**config.mk**
```make
export PLATFORM = sky130hd
export DESIGN_NAME = alu2_seq8_flat
export DESIGN_NICKNAME = d
export VERILOG_FILES = /design/src/rtl/alu2_seq8_if.sv /design/src/rtl/alu2_seq8.sv /design/src/flat_wrapper.sv
export SDC_FILE = /design/constraint.sdc
export NUM_CORES = 1
export LEC_CHECK = 0
export CORE_MARGIN = 2
export CORE_UTILIZATION = 42
export DETAILED_ROUTE_END_ITERATION = 16
export HOLD_SLACK_MARGIN = 0.05
export PLACE_DENSITY = 0.76
export REMOVE_ABC_BUFFERS = 1
export SYNTH_ARGS = -nofsm -noshare
export SYNTH_HDL_FRONTEND = slang
export SYNTH_SLANG_ARGS = --single-unit
```
**constraint.sdc**
```tcl
create_clock -name clk -period 1.9 [get_ports clk]
set_input_delay 0.475 -clock clk [delete_from_list [all_inputs] [get_ports clk]]
set_output_delay 0.475 -clock clk [all_outputs]
set_load 0.01 [all_outputs]
```
**src/rtl/alu2_seq8_if.sv**
```systemverilog
// Bus bundle for alu2_seq8: command handshake, nibble-wide ALU drive and response handshake.
// slave is the sequencer's view; master is the command source / ALU / consumer side.
interface alu2_seq8_if;
    logic       cmd_valid;
    logic       cmd_ready;
    logic [1:0] cmd_op;
    logic [7:0] cmd_a;
    logic [7:0] cmd_b;
    logic [3:0] alu_a;
    logic [3:0] alu_b;
    logic [1:0] alu_c;
    logic [3:0] alu_f;
    logic       rsp_valid;
    logic       rsp_ready;
    logic [7:0] rsp_result;
    logic       rsp_carry;
    logic       rsp_zero;

    modport slave (
        input  cmd_valid, cmd_op, cmd_a, cmd_b, alu_f, rsp_ready,
        output cmd_ready, alu_a, alu_b, alu_c, rsp_valid, rsp_result, rsp_carry, rsp_zero
    );

    modport master (
        output cmd_valid, cmd_op, cmd_a, cmd_b, alu_f, rsp_ready,
        input  cmd_ready, alu_a, alu_b, alu_c, rsp_valid, rsp_result, rsp_carry, rsp_zero
    );
endinterface

```
**src/rtl/alu2_seq8.sv**
```systemverilog
// 8-bit ADD/SUB/AND/XOR sequencer driving an external 4-bit ALU in two nibble passes,
// rebuilding the carry chain from the ALU result since the ALU has no carry output.
module alu2_seq8 (
    input  logic        clk,
    input  logic        rst_n,
    alu2_seq8_if.slave  bus
);

    typedef enum logic [1:0] {IDLE, LO, HI, DONE} state_t;
    typedef enum logic [1:0] {OP_ADD, OP_SUB, OP_AND, OP_XOR} op_t;

    state_t     state_q, state_d;
    op_t        op_q;
    logic [7:0] a_q, b_q, res_q;
    logic       carry_q, zero_q;

    logic       arith;
    logic       cin;
    logic       cout;
    logic       cmd_ready_d;
    logic [3:0] alu_a_d, alu_b_d;
    logic [1:0] alu_c_d;

    assign arith = (op_q == OP_ADD) || (op_q == OP_SUB);

    always_ff @(posedge clk or negedge rst_n) begin
        if (!rst_n) begin
            state_q <= IDLE;
        end else begin
            state_q <= state_d;
        end
    end

    always_comb begin
        state_d     = state_q;
        cmd_ready_d = 1'b0;
        alu_a_d     = '0;
        alu_b_d     = '0;
        alu_c_d     = '0;
        cin         = 1'b0;
        case (state_q)
            IDLE: begin
                cmd_ready_d = rst_n;
                if (bus.cmd_valid) begin
                    state_d = LO;
                end
            end
            LO: begin
                alu_a_d = a_q[3:0];
                alu_b_d = b_q[3:0];
                alu_c_d = op_q;
                // SUB uses the ALU's +1 code to complete the two's complement of ~B
                cin     = (op_q == OP_SUB);
                state_d = HI;
            end
            HI: begin
                alu_a_d = a_q[7:4];
                alu_b_d = b_q[7:4];
                alu_c_d = arith ? {1'b0, carry_q} : op_q;
                cin     = arith & carry_q;
                state_d = DONE;
            end
            DONE: begin
                if (bus.rsp_ready) begin
                    state_d = IDLE;
                end
            end
            default: state_d = IDLE;
        endcase
    end

    // A wrapped nibble sum is smaller than A, or equal to A when +1 was added to B=F
    assign cout = arith & ((bus.alu_f < alu_a_d) | (cin & (bus.alu_f == alu_a_d)));

    always_ff @(posedge clk or negedge rst_n) begin
        if (!rst_n) begin
            op_q    <= OP_ADD;
            a_q     <= '0;
            b_q     <= '0;
            res_q   <= '0;
            carry_q <= 1'b0;
            zero_q  <= 1'b0;
        end else begin
            case (state_q)
                IDLE: begin
                    if (bus.cmd_valid) begin
                        op_q <= op_t'(bus.cmd_op);
                        a_q  <= bus.cmd_a;
                        b_q  <= (op_t'(bus.cmd_op) == OP_SUB) ? ~bus.cmd_b : bus.cmd_b;
                    end
                end
                LO: begin
                    res_q[3:0] <= bus.alu_f;
                    carry_q    <= cout;
                end
                HI: begin
                    res_q[7:4] <= bus.alu_f;
                    carry_q    <= cout;
                    zero_q     <= ({bus.alu_f, res_q[3:0]} == 8'h00);
                end
                default: ;
            endcase
        end
    end

    assign bus.cmd_ready  = cmd_ready_d;
    assign bus.alu_a      = alu_a_d;
    assign bus.alu_b      = alu_b_d;
    assign bus.alu_c      = alu_c_d;
    assign bus.rsp_valid  = (state_q == DONE);
    assign bus.rsp_result = res_q;
    assign bus.rsp_carry  = carry_q;
    assign bus.rsp_zero   = zero_q;

endmodule
```
**src/flat_wrapper.sv**
```systemverilog
// flat-port wrapper written by rule: the top's interface ports become plain ports
module alu2_seq8_flat 
  (clk, rst_n, bus_cmd_valid, bus_cmd_op, bus_cmd_a, bus_cmd_b, bus_alu_f, bus_rsp_ready, bus_cmd_ready, bus_alu_a, bus_alu_b, bus_alu_c, bus_rsp_valid, bus_rsp_result, bus_rsp_carry, bus_rsp_zero);
  alu2_seq8_if bus_i ();
  input  logic clk;
  input  logic rst_n;
  input wire logic [$bits(bus_i.cmd_valid)-1:0] bus_cmd_valid;
  input wire logic [$bits(bus_i.cmd_op)-1:0] bus_cmd_op;
  input wire logic [$bits(bus_i.cmd_a)-1:0] bus_cmd_a;
  input wire logic [$bits(bus_i.cmd_b)-1:0] bus_cmd_b;
  input wire logic [$bits(bus_i.alu_f)-1:0] bus_alu_f;
  input wire logic [$bits(bus_i.rsp_ready)-1:0] bus_rsp_ready;
  output wire logic [$bits(bus_i.cmd_ready)-1:0] bus_cmd_ready;
  output wire logic [$bits(bus_i.alu_a)-1:0] bus_alu_a;
  output wire logic [$bits(bus_i.alu_b)-1:0] bus_alu_b;
  output wire logic [$bits(bus_i.alu_c)-1:0] bus_alu_c;
  output wire logic [$bits(bus_i.rsp_valid)-1:0] bus_rsp_valid;
  output wire logic [$bits(bus_i.rsp_result)-1:0] bus_rsp_result;
  output wire logic [$bits(bus_i.rsp_carry)-1:0] bus_rsp_carry;
  output wire logic [$bits(bus_i.rsp_zero)-1:0] bus_rsp_zero;
  assign bus_i.cmd_valid = bus_cmd_valid;
  assign bus_i.cmd_op = bus_cmd_op;
  assign bus_i.cmd_a = bus_cmd_a;
  assign bus_i.cmd_b = bus_cmd_b;
  assign bus_i.alu_f = bus_alu_f;
  assign bus_i.rsp_ready = bus_rsp_ready;
  assign bus_cmd_ready = bus_i.cmd_ready;
  assign bus_alu_a = bus_i.alu_a;
  assign bus_alu_b = bus_i.alu_b;
  assign bus_alu_c = bus_i.alu_c;
  assign bus_rsp_valid = bus_i.rsp_valid;
  assign bus_rsp_result = bus_i.rsp_result;
  assign bus_rsp_carry = bus_i.rsp_carry;
  assign bus_rsp_zero = bus_i.rsp_zero;
  alu2_seq8 u_core (.clk(clk), .rst_n(rst_n), .bus(bus_i));
endmodule
```
==> reports/qor.csv, run 1 <==
metric;value;unit
status;complete, but fails checks;
failing checks;setup timing;
Ports;48;
Via density;5.02;
Util after Layout;69.2;%
mux cell area share after synthesis;14.0;%
Synth Area in Simple Gates;10.3;%
R2R Setup Slk;-0.13;ns
worst slew pin tran;0.372;ns
# setup viols final;11;
worst slew slack as a fraction of its limit;75.2;%
clock transition at the registers of the reported paths;0.06;ns
Pre-antenna DRT Iters;4;
critical path class;reg -> out;
CP cell instances;inv_2, ha_4, buf_6, a21oi_2, o22ai_1, and2_1, buf_2;
register bit total from synthesis;30;
Post-Synth Adder-Cell Area;6.42;%
Synth cell types;25;
WL per Instance;15.0;µm
# DRC;0;
Pleak;1.12;nW
Initial Util;43.3;%
largest family of logic cells by synthesized area;multiplexers;
gr usage total;20.5;%
HP Class;reg -> reg;
worst-path maximum fanout;5;
Core Region;3610;µm²
maximum clock rate;487;MHz
Mapped Area;1560;µm²
share of layout cells above drive strength 1;41.7;%
synth warn;0;
R2R Path Start;u_core.state_q[1]$_DFFE_PN0P_;
first-pass GRT wire length;6510;µm
VDD IR-drop max;0.844;mV
Vias;1336;
die height;65.0;µm
final number of hold-violating endpoints;0;
Area Overhead vs Synth;59.8;%
Worst Setup End Kind;output pin;
worst hold slack;0.505;ns
final cell count without fillers;266;
Sum Neg Setup Slack;-1.27;ns
pwr/cell area;1770;nW/µm²
n_diodes;0;
Worst setup SP type;flop;
period utilization;108;%
clk_lat worst skew;0.28;ns
Final Max Tran Viols;0;
HPWL Detailed;2720;µm
Worst path max stage delay;0.41;ns
htree depth;2;
Synth Area in XOR/XNOR;4.49;%
CTS Buf Count;5;
RSZ-0062 raised after global routing;yes;
CTS Buffer Depth;2;
CTS sink cnt;30;
port bufs;47;
vias in the first global route;1439;
Std-Cell Rows;22;
Placed Cells;246;
depth of the worst hold-timing path;1;
Tmin final;2.05;ns
Antenna Violating Nets Remaining;0;
Post-CTS Hold Buffers;0;
Critical Path AT;1.58;ns
DRT iter0 DRCs;27;
CTS root buf;clkbuf_8;
Reg2Reg Depth;11;
largest net degree at the start of global routing;31;
fin worst setup slack;-0.154;ns
Synth Area in Compound Gates;11.2;%
Post-Synthesis Mean Instance Area;11.1;µm²
CP max stage cell;dfrtp_1;
final wirelength;3980;µm
hold path start;u_core.bus.rsp_result[7]$_DFFE_PN0N_;
nets;251;
terminus of the critical flop-to-flop path;u_core.bus.rsp_carry$_DFFE_PN0P_;
CTS tree;done;
Clock Skews;0.00650;ns
Seq/Total Area, Yosys;48.1;%
Syn Inst Count;140;
required time of the critical path;1.42;ns
die width;65.0;µm
initial antenna violation count;0;
Die Footprint;4220;µm²
overflow left after global routing;0;
gp weighted congestion;0.778;
Max-cap violations;0;
hold endpoint;u_core.bus.rsp_result[7]$_DFFE_PN0N_;
==> registers in the layout, indices dropped and copies added, names as in the netlist <==
signal / flops
u_core.a_q: 8
u_core.op_q: 2
u_core.b_q: 8
u_core.state_q: 2
u_core.bus.rsp_zero: 1
u_core.bus.rsp_carry: 1
u_core.bus.rsp_result: 8
==> logic make-up after synthesis <==
logic type	after synthesis
buffers and inverters	16
AO/OA/AOI/OAI	28
multiplexers	18
AND/OR/NAND/NOR	32
adder cells (fa/ha/maj)	8
XOR/XNOR	8
flip-flops	30
==> cells in the mapped netlist <==
master     n  area share (%)
clkbuf_1   1            0.24
o32a_1     1            0.64
o22ai_1    1            0.40
o21ai_0   12             3.8
nor2_1     3            0.72
nand4_1    1            0.40
and2_1     2            0.80
mux2_2    14              10
o211ai_1   1            0.48
mux2_4     4             3.8
a22o_1     3             1.7
nand2_1   14             3.4
buf_6      2             1.4
xnor2_1    8             4.5
ha_1       8             6.4
buf_4      2            0.96
nand3_1    1            0.32
inv_1      9             2.2
nor2b_1    8             3.2
a21oi_1    4             1.3
dfrtp_1   30              48
nor4_1     2            0.80
nand2_4    1            0.72
buf_2      2            0.64
a22oi_1    6             2.9
==> worst max path at each step <==
stage                                             start                          endpoint  slack (ns)  cells past startpoint
final                     u_core.state_q[0]$_DFFE_PN0P_                      bus_alu_c[0]       -0.15                      7
after global routing      u_core.state_q[1]$_DFFE_PN0P_  u_core.bus.rsp_carry$_DFFE_PN0P_       -0.22                     11
after CTS                 u_core.state_q[1]$_DFFE_PN0P_                      bus_alu_c[1]       -0.17                      5
after detailed placement  u_core.state_q[0]$_DFFE_PN0P_                      bus_alu_b[0]       -0.32                      6
after global placement    u_core.state_q[0]$_DFFE_PN0P_                      bus_alu_a[3]       -0.29                      7
after floorplan           u_core.state_q[0]$_DFFE_PN0P_  u_core.bus.rsp_carry$_DFFE_PN0P_       -0.15                      9
==> timing repair <==
action | 4_1_cts | 5_1_grt
buffers inserted | 6 | 6
endpoints found under the setup margin | 13 | 11
gates resized for setup | 66 | 23
pin swaps | 5 | 12
==> routing by layer <==
metal | up-vias | GRT usage, % | part of all wire (%)
met4 | 0 | 7.98 | 2.3
met2 | 43 | 38.4 | 54
li1 | 635 | - | -
met5 | - | 0 | 0
met1 | 648 | 22.8 | 40
met3 | 10 | 3.47 | 4.3
==> power by group <==
group	internal, mW	switching [mW]	leakage (nW)
combinational	1.57	1.13	0.707
clock	0.292	0.233	0.0482
sequential	0.958	0.233	0.362
==> critical path: cells and delay by family (launching register included) <==
kind	cells	cell delay, ns
compound gates	2	0.18
fa+ha+maj	1	0.20
buf+inv	3	0.36
flops	1	0.41
simple gates	1	0.14
==> through the flow <==
step | power (mW) | cell area [µm²] | setup WS [ns]
finish | 4.41 | 2490 | -0.154
global route | 4.71 | 2490 | -0.221
CTS | 4.03 | 2390 | -0.167
detailed placement | 3.22 | 2170 | -0.325
global placement | 3.10 | 2170 | -0.294
floorplan | 2.20 | 1510 | -0.153
==> placed cells by master (no fill, tap or decap), types with 2 or more instances in the layout <==
cell,instances
a21oi_1,2
a21oi_2,2
a22o_1,3
a22oi_2,5
and2_1,2
buf_2,6
buf_4,19
buf_6,14
clkbuf_8,6
clkdlybuf4s50_1,35
dfrtp_1,30
dlygate4sd2_1,2
ha_1,3
ha_4,5
inv_1,4
inv_2,5
mux2_2,14
mux2_4,4
nand2_1,11
nand2_2,3
nor2_1,3
nor2b_1,3
nor2b_2,4
nor4_1,2
o21ai_0,11
xnor2_1,8
==> cell type report <==
cell class | count | area (µm²)
Multi-Input combinational cell | 94 | 845
Inverter | 9 | 33.8
Clock inverter | 1 | 5.00
Timing Repair Buffer | 77 | 713
Fill cell | 263 | 1110
Sequential cell | 30 | 751
Clock buffer | 7 | 86.3
Tap cell | 48 | 60.1
Power figures use the tool's default switching activity.
==> run 2, diff against run 1 <==
CORE_MARGIN = not set   (was 2)
==> reports/qor.csv, run 2 (synthesized netlist as in run 1, its figures left out) <==
metric;value;unit;change
Worst path max stage delay;0.43;ns;+0.02 ns
Initial Util;45.3;%;+2.1 points
largest net degree at the start of global routing;31;;unchanged
Final Max Tran Viols;0;;unchanged
clk_lat worst skew;0.28;ns;about the same
Clock Skews;0.00374;ns;-0.00276 ns
die height;63.0;µm;-3.1%
worst-path maximum fanout;5;;unchanged
gr usage total;21.8;%;+1.4 points
final number of hold-violating endpoints;0;;unchanged
RSZ-0062 raised after global routing;yes;;
Top delay family on crit path;compound AO/OA/AOI/OAI gates;;
hold path start;u_core.bus.rsp_result[6]$_DFFE_PN0N_;;
post-route cell area;2460;µm²;-1.5%
n_diodes;0;;unchanged
critical path class;reg -> reg;;
Tmin final;2.13;ns;+0.0739 ns
CP max stage cell;dfrtp_1;;
# DRC;0;;unchanged
vias in the first global route;1331;;-7.5%
Max-cap violations;0;;unchanged
DRT iter0 DRCs;112;;+310%
port bufs;47;;unchanged
share of layout cells above drive strength 1;39.2;%;-2.6 points
Area Overhead vs Synth;57.5;%;
Post-CTS Hold Buffers;0;;unchanged
HPWL Detailed;2460;µm;-9.5%
nets;245;;-2.4%
Std-Cell Rows;21;;-4.5%
CTS Buf Count;5;;unchanged
Die Footprint;3960;µm²;-6.1%
Ports;48;;unchanged
final cell count without fillers;258;;-3.0%
Pre-antenna DRT Iters;4;;unchanged
required time of the critical path;2.11;ns;+0.69 ns
period utilization;112;%;+3.9 points
most frequent cells in the layout;35 x clkdlybuf4s50_1, 30 x dfrtp_1, 16 x buf_4;;
R2R Path Start;u_core.state_q[1]$_DFFE_PN0P_;;
Reg2Reg Depth;11;;unchanged
initial antenna violation count;0;;unchanged
R2R Setup Slk;-0.23;ns;-0.10 ns
Critical Path AT;2.34;ns;+0.76 ns
status;complete, but fails checks;;
first-pass GRT wire length;6470;µm;-0.74%
overflow left after global routing;0;;unchanged
gp weighted congestion;0.778;;-0.10%
Util after Layout;71.4;%;+2.2 points
CTS root buf;clkbuf_8;;
Core Region;3440;µm²;-4.5%
clock transition at the registers of the reported paths;0.06;ns;about the same
Antenna Violating Nets Remaining;0;;unchanged
htree depth;2;;unchanged
Vias;1330;;-0.45%
placed cell area;2160;µm²;-0.81%
cell mode on critical path;buf_6;;
hold endpoint;u_core.bus.rsp_result[6]$_DFFE_PN0N_;;
# setup viols final;11;;unchanged
failing checks;setup timing;;
final wirelength;4290;µm;+7.9%
CTS Buffer Depth;2;;unchanged
depth of the worst hold-timing path;1;;unchanged
worst path bufs/invs;3;;unchanged
Worst Setup End Kind;flop;;
HP Class;reg -> reg;;
terminus of the critical flop-to-flop path;u_core.bus.rsp_carry$_DFFE_PN0P_;;
overall power;4.37;mW;-0.97%
CTS tree;done;;
worst slew slack as a fraction of its limit;73.7;%;-1.5 points
WL per Instance;16.6;µm;+11%
maximum clock rate;470;MHz;-3.5%
pwr/cell area;1780;nW/µm²;+0.49%
Placed Cells;242;;-1.6%
CTS sink cnt;30;;unchanged
Worst setup SP type;flop;;
Via density;5.16;;+2.6%
commonest non-fill, non-tap cell in the layout;clkdlybuf4s50_1;;
Pleak;1.09;nW;-2.6%
Sum Neg Setup Slack;-1.59;ns;-0.330 ns
CP cell instances;buf_6, ha_4, buf_6, a22o_1, nand2_2, buf_6, ha_4, nor2b_4, o211ai_1, a21oi_1, nor2_1;;
die width;63.0;µm;-3.1%
CP startpoint;u_core.state_q[1]$_DFFE_PN0P_;;
worst slew pin tran;0.394;ns;+0.0218 ns
VDD IR-drop max;0.657;mV;-22%
fin worst setup slack;-0.228;ns;-0.0739 ns
[run 2: cell types whose count changed in the layout (fill, tap and decap cells not counted), sizes merged]
| cell | change |
|---|---|
| clkbuf | +1 |
| clkinv | -1 |
| dlygate4sd2 | -1 |
| buf | -6 |
| clkdlybuf4s15 | +1 |
[run 2: layout make-up]
class                           count  area [µm²]
Inverter                            9        38.8
Timing Repair Buffer               71         642
Clock buffer                        8         110
Tap cell                           46        57.6
Fill cell                         232         985
Sequential cell                    30         751
Multi-Input combinational cell     94         858
[run 2: worst register-to-register path, delay by kind of cell (launching register included)]
kind	cells	cell delay, ns
buffers and inverters	3	0.37
adder cells (fa/ha/maj)	2	0.36
AO/OA/AOI/OAI	3	0.54
flip-flops	1	0.43
AND/OR/NAND/NOR	3	0.35
[run 2: through the flow]
stage / worst slack (ns) / hold WS, ns
finish: -0.228 / 0.507
global route: -0.313 / 0.514
CTS: -0.177 / 0.509
detailed placement: -0.346 / 0.475
global placement: -0.228 / 0.463
floorplan: -0.153 / 0.179
[run 2: report_power, final]
part           internal, mW  switching [mW]  leakage, nW
sequential            0.958           0.241        0.362
clock                 0.365           0.231       0.0575
combinational          1.44            1.14        0.668
total                  2.76            1.61         1.09
[run 2: worst max-delay path by stage]
stage	end	cells past startpoint	slack, ns
5_1_grt	u_core.bus.rsp_carry$_DFFE_PN0P_	11	-0.31
3_3_place_gp	bus_alu_a[0]	4	-0.23
3_5_place_dp	bus_alu_c[1]	5	-0.35
2_1_floorplan	u_core.bus.rsp_carry$_DFFE_PN0P_	9	-0.15
4_1_cts	bus_alu_c[1]	7	-0.18
6_report	u_core.bus.rsp_carry$_DFFE_PN0P_	11	-0.23
[run 2: routing by layer]
| layer | global-route usage (%) | vias to the layer above | share of wire (%) |
|---|---|---|---|
| met5 | 0 | - | 0 |
| met3 | 4.74 | 12 | 5.4 |
| met1 | 25.6 | 640 | 39 |
| met4 | 12.5 | 0 | 3.4 |
| li1 | - | 622 | - |
| met2 | 36.6 | 56 | 52 |
[run 2: timing repair]
item	CTS	global route
setup endpoints to repair	13	12
pin swaps	19	15
setup buffers	6	5
gates resized for setup	71	14
==> run 3, diff against run 2 <==
CORE_UTILIZATION = 43   (was 42)
CTS_BUF_LIST = sky130_fd_sc_hd__clkbuf_8   (was not set)
PLACE_DENSITY = 0.77   (was 0.76)
==> reports/qor.csv, run 3 (synthesized netlist as in run 1, its figures left out) <==
metric;value;unit;change
status;complete, but fails checks;;
failing checks;setup timing;;
Worst setup SP type;flop;;
Worst Setup End Kind;flop;;
filler cell count;260;;+12%
Area Overhead vs Synth;54.0;%;
port bufs;47;;unchanged
final wirelength;3790;µm;-12%
Critical Path AT;2.21;ns;-0.13 ns
NetSw;1.50;mW;-6.9%
RSZ-0062 raised after global routing;yes;;
largest net degree at the start of global routing;31;;unchanged
HP Class;reg -> reg;;
Via density;4.95;;-3.9%
Clock Skews;0.00785;ns;+0.00410 ns
CTS tree;done;;
R2R Path Start;u_core.state_q[1]$_DFFE_PN0P_;;
sequential power share;29.3;%;+1.9 points
Final Max Tran Viols;0;;unchanged
Tmin final;2.04;ns;-0.0915 ns
CTS Buf Count;5;;unchanged
die height;62.2;µm;-1.1%
CTS Buffer Depth;2;;unchanged
htree depth;2;;unchanged
Worst path max stage delay;0.43;ns;about the same
period utilization;107;%;-4.8 points
pre-CTS WS;-0.378;ns;-0.0322 ns
Comb pwr share;58.9;%;about the same
worst slew slack as a fraction of its limit;73.7;%;about the same
Reg2Reg Depth;11;;unchanged
Die Footprint;3870;µm²;-2.3%
nets;244;;-0.41%
Ports;48;;unchanged
Antenna Violating Nets Remaining;0;;unchanged
Pleak;1.07;nW;-1.3%
maximum clock rate;491;MHz;+4.5%
CP startpoint;u_core.state_q[1]$_DFFE_PN0P_;;
clock share of power;11.8;%;-1.8 points
Pre-antenna DRT Iters;4;;unchanged
VDD IR-drop max;0.765;mV;+16%
R2R Setup Slk;-0.14;ns;+0.09 ns
pwr/cell area;1710;nW/µm²;-3.7%
CP max stage cell;dfrtp_1;;
DRT iter0 DRCs;45;;-60%
vias in the first global route;1376;;+3.4%
Top delay family on crit path;flip-flops;;
n_diodes;0;;unchanged
most frequent cells in the layout;35 x clkdlybuf4s50_1, 29 x dfrtp_1, 18 x buf_4;;
required time of the critical path;2.08;ns;-0.03 ns
final number of hold-violating endpoints;0;;unchanged
CTS root buf;clkbuf_8;;
worst hold slack;0.506;ns;-0.000730 ns
critical path capture point;u_core.bus.rsp_carry$_DFFE_PN0P_;;
initial antenna violation count;0;;unchanged
# setup viols final;11;;unchanged
post-route cell area;2400;µm²;-2.2%
Initial Util;45.7;%;+0.35 points
switching portion of total power;36.5;%;-0.38 points
die width;62.2;µm;-1.1%
first-pass GRT wire length;6500;µm;+0.53%
# DRC;0;;unchanged
worst slew pin tran;0.394;ns;+0.000506 ns
critical path class;reg -> reg;;
Vias;1268;;-4.7%
share of layout cells above drive strength 1;38.6;%;-0.58 points
clk_lat worst skew;0.29;ns;about the same
placed cell area;2160;µm²;+0.35%
final cell count without fillers;256;;-0.78%
overflow left after global routing;0;;unchanged
CTS sink cnt;30;;unchanged
WL per Instance;14.8;µm;-11%
gr usage total;22.2;%;+0.31 points
internal power;2.61;mW;-5.3%
Max-cap violations;0;;unchanged
worst-path maximum fanout;7;;+2
fin worst setup slack;-0.137;ns;+0.0915 ns
terminus of the critical flop-to-flop path;u_core.bus.rsp_carry$_DFFE_PN0P_;;
commonest non-fill, non-tap cell in the layout;clkdlybuf4s50_1;;
Core Region;3420;µm²;-0.76%
worst path bufs/invs;3;;unchanged
clock transition at the registers of the reported paths;0.06;ns;about the same
gp weighted congestion;0.768;;-1.3%
Placed Cells;243;;+0.41%
critical path depth;11;;unchanged
HPWL Detailed;2570;µm;+4.1%
Std-Cell Rows;21;;unchanged
CP cell instances;inv_2, ha_4, buf_6, a22o_1, nand2_2, buf_6, ha_4, nor2b_4, o211ai_1, a21oi_1, nor2_1;;
==> run 3: final cells by class <==
type / count / area (µm²) / area share, %
clock inverter: 2 / 10.0 / 0.417
sequential: 30 / 752 / 31.3
clock buffer: 5 / 68.8 / 2.86
inverter: 9 / 36.3 / 1.51
multi-input combinational: 94 / 850 / 35.4
tap: 46 / 57.6 / 2.40
timing repair buffer: 70 / 628 / 26.1
==> run 3: worst min-delay path by stage <==
stage	from	endpoint	slack, ns	depth (start not counted)
floorplan	rst_n	u_core.a_q[0]$_DFFE_PN0P_	0.18	0
global placement	u_core.b_q[5]$_DFFE_PN0P_	u_core.b_q[5]$_DFFE_PN0P_	0.46	2
detailed placement	u_core.b_q[1]$_DFFE_PN0P_	u_core.b_q[1]$_DFFE_PN0P_	0.47	2
CTS	u_core.b_q[1]$_DFFE_PN0P_	u_core.b_q[1]$_DFFE_PN0P_	0.50	2
global route	u_core.b_q[1]$_DFFE_PN0P_	u_core.b_q[1]$_DFFE_PN0P_	0.53	2
finish	u_core.b_q[2]$_DFFE_PN0P_	u_core.b_q[2]$_DFFE_PN0P_	0.51	2
==> run 3: layer usage <==
layer | wire length (µm) | global-route usage, %
met1 | 1630 | 25.7
met2 | 1910 | 37.8
met3 | 170 | 5.70
met4 | 85 | 11.0
met5 | 0 | 0
==> run 3: metrics by stage <==
step / TNS [ns] / power (mW) / util, %
floorplan: -0.153 / 2.20 / -
global placement: -2.91 / 3.10 / 63.4
detailed placement: -3.61 / 3.19 / 63.4
CTS: -1.02 / 3.98 / 68.9
global route: -1.86 / 4.39 / 70.3
finish: -1.09 / 4.11 / 70.3
==> run 3: repair_timing <==
action                     CTS  global route
cloned                       0             0
resized for setup           68            10
setup endpoints to repair   12            11
hold buffers                 0             0
setup buffers                5             1
pin swaps                    9            11
==> run 3: power by group through the flow <==
stage	Sequential (mW)	Clock [mW]	Combinational, mW
detailed placement	1.17	0	2.02
global route	1.24	0.530	2.61
finish	1.21	0.485	2.42
global placement	1.14	0	1.96
CTS	1.20	0.494	2.29
floorplan	1.16	0	1.04
==> run 3: worst register-to-register path, cell delays in order (launching register included) <==
cell	delay [ns]
dfrtp_1	0.43
inv_2	0.13
ha_4	0.18
buf_6	0.14
a22o_1	0.15
nand2_2	0.07
buf_6	0.12
ha_4	0.25
nor2b_4	0.12
o211ai_1	0.11
a21oi_1	0.17
nor2_1	0.06
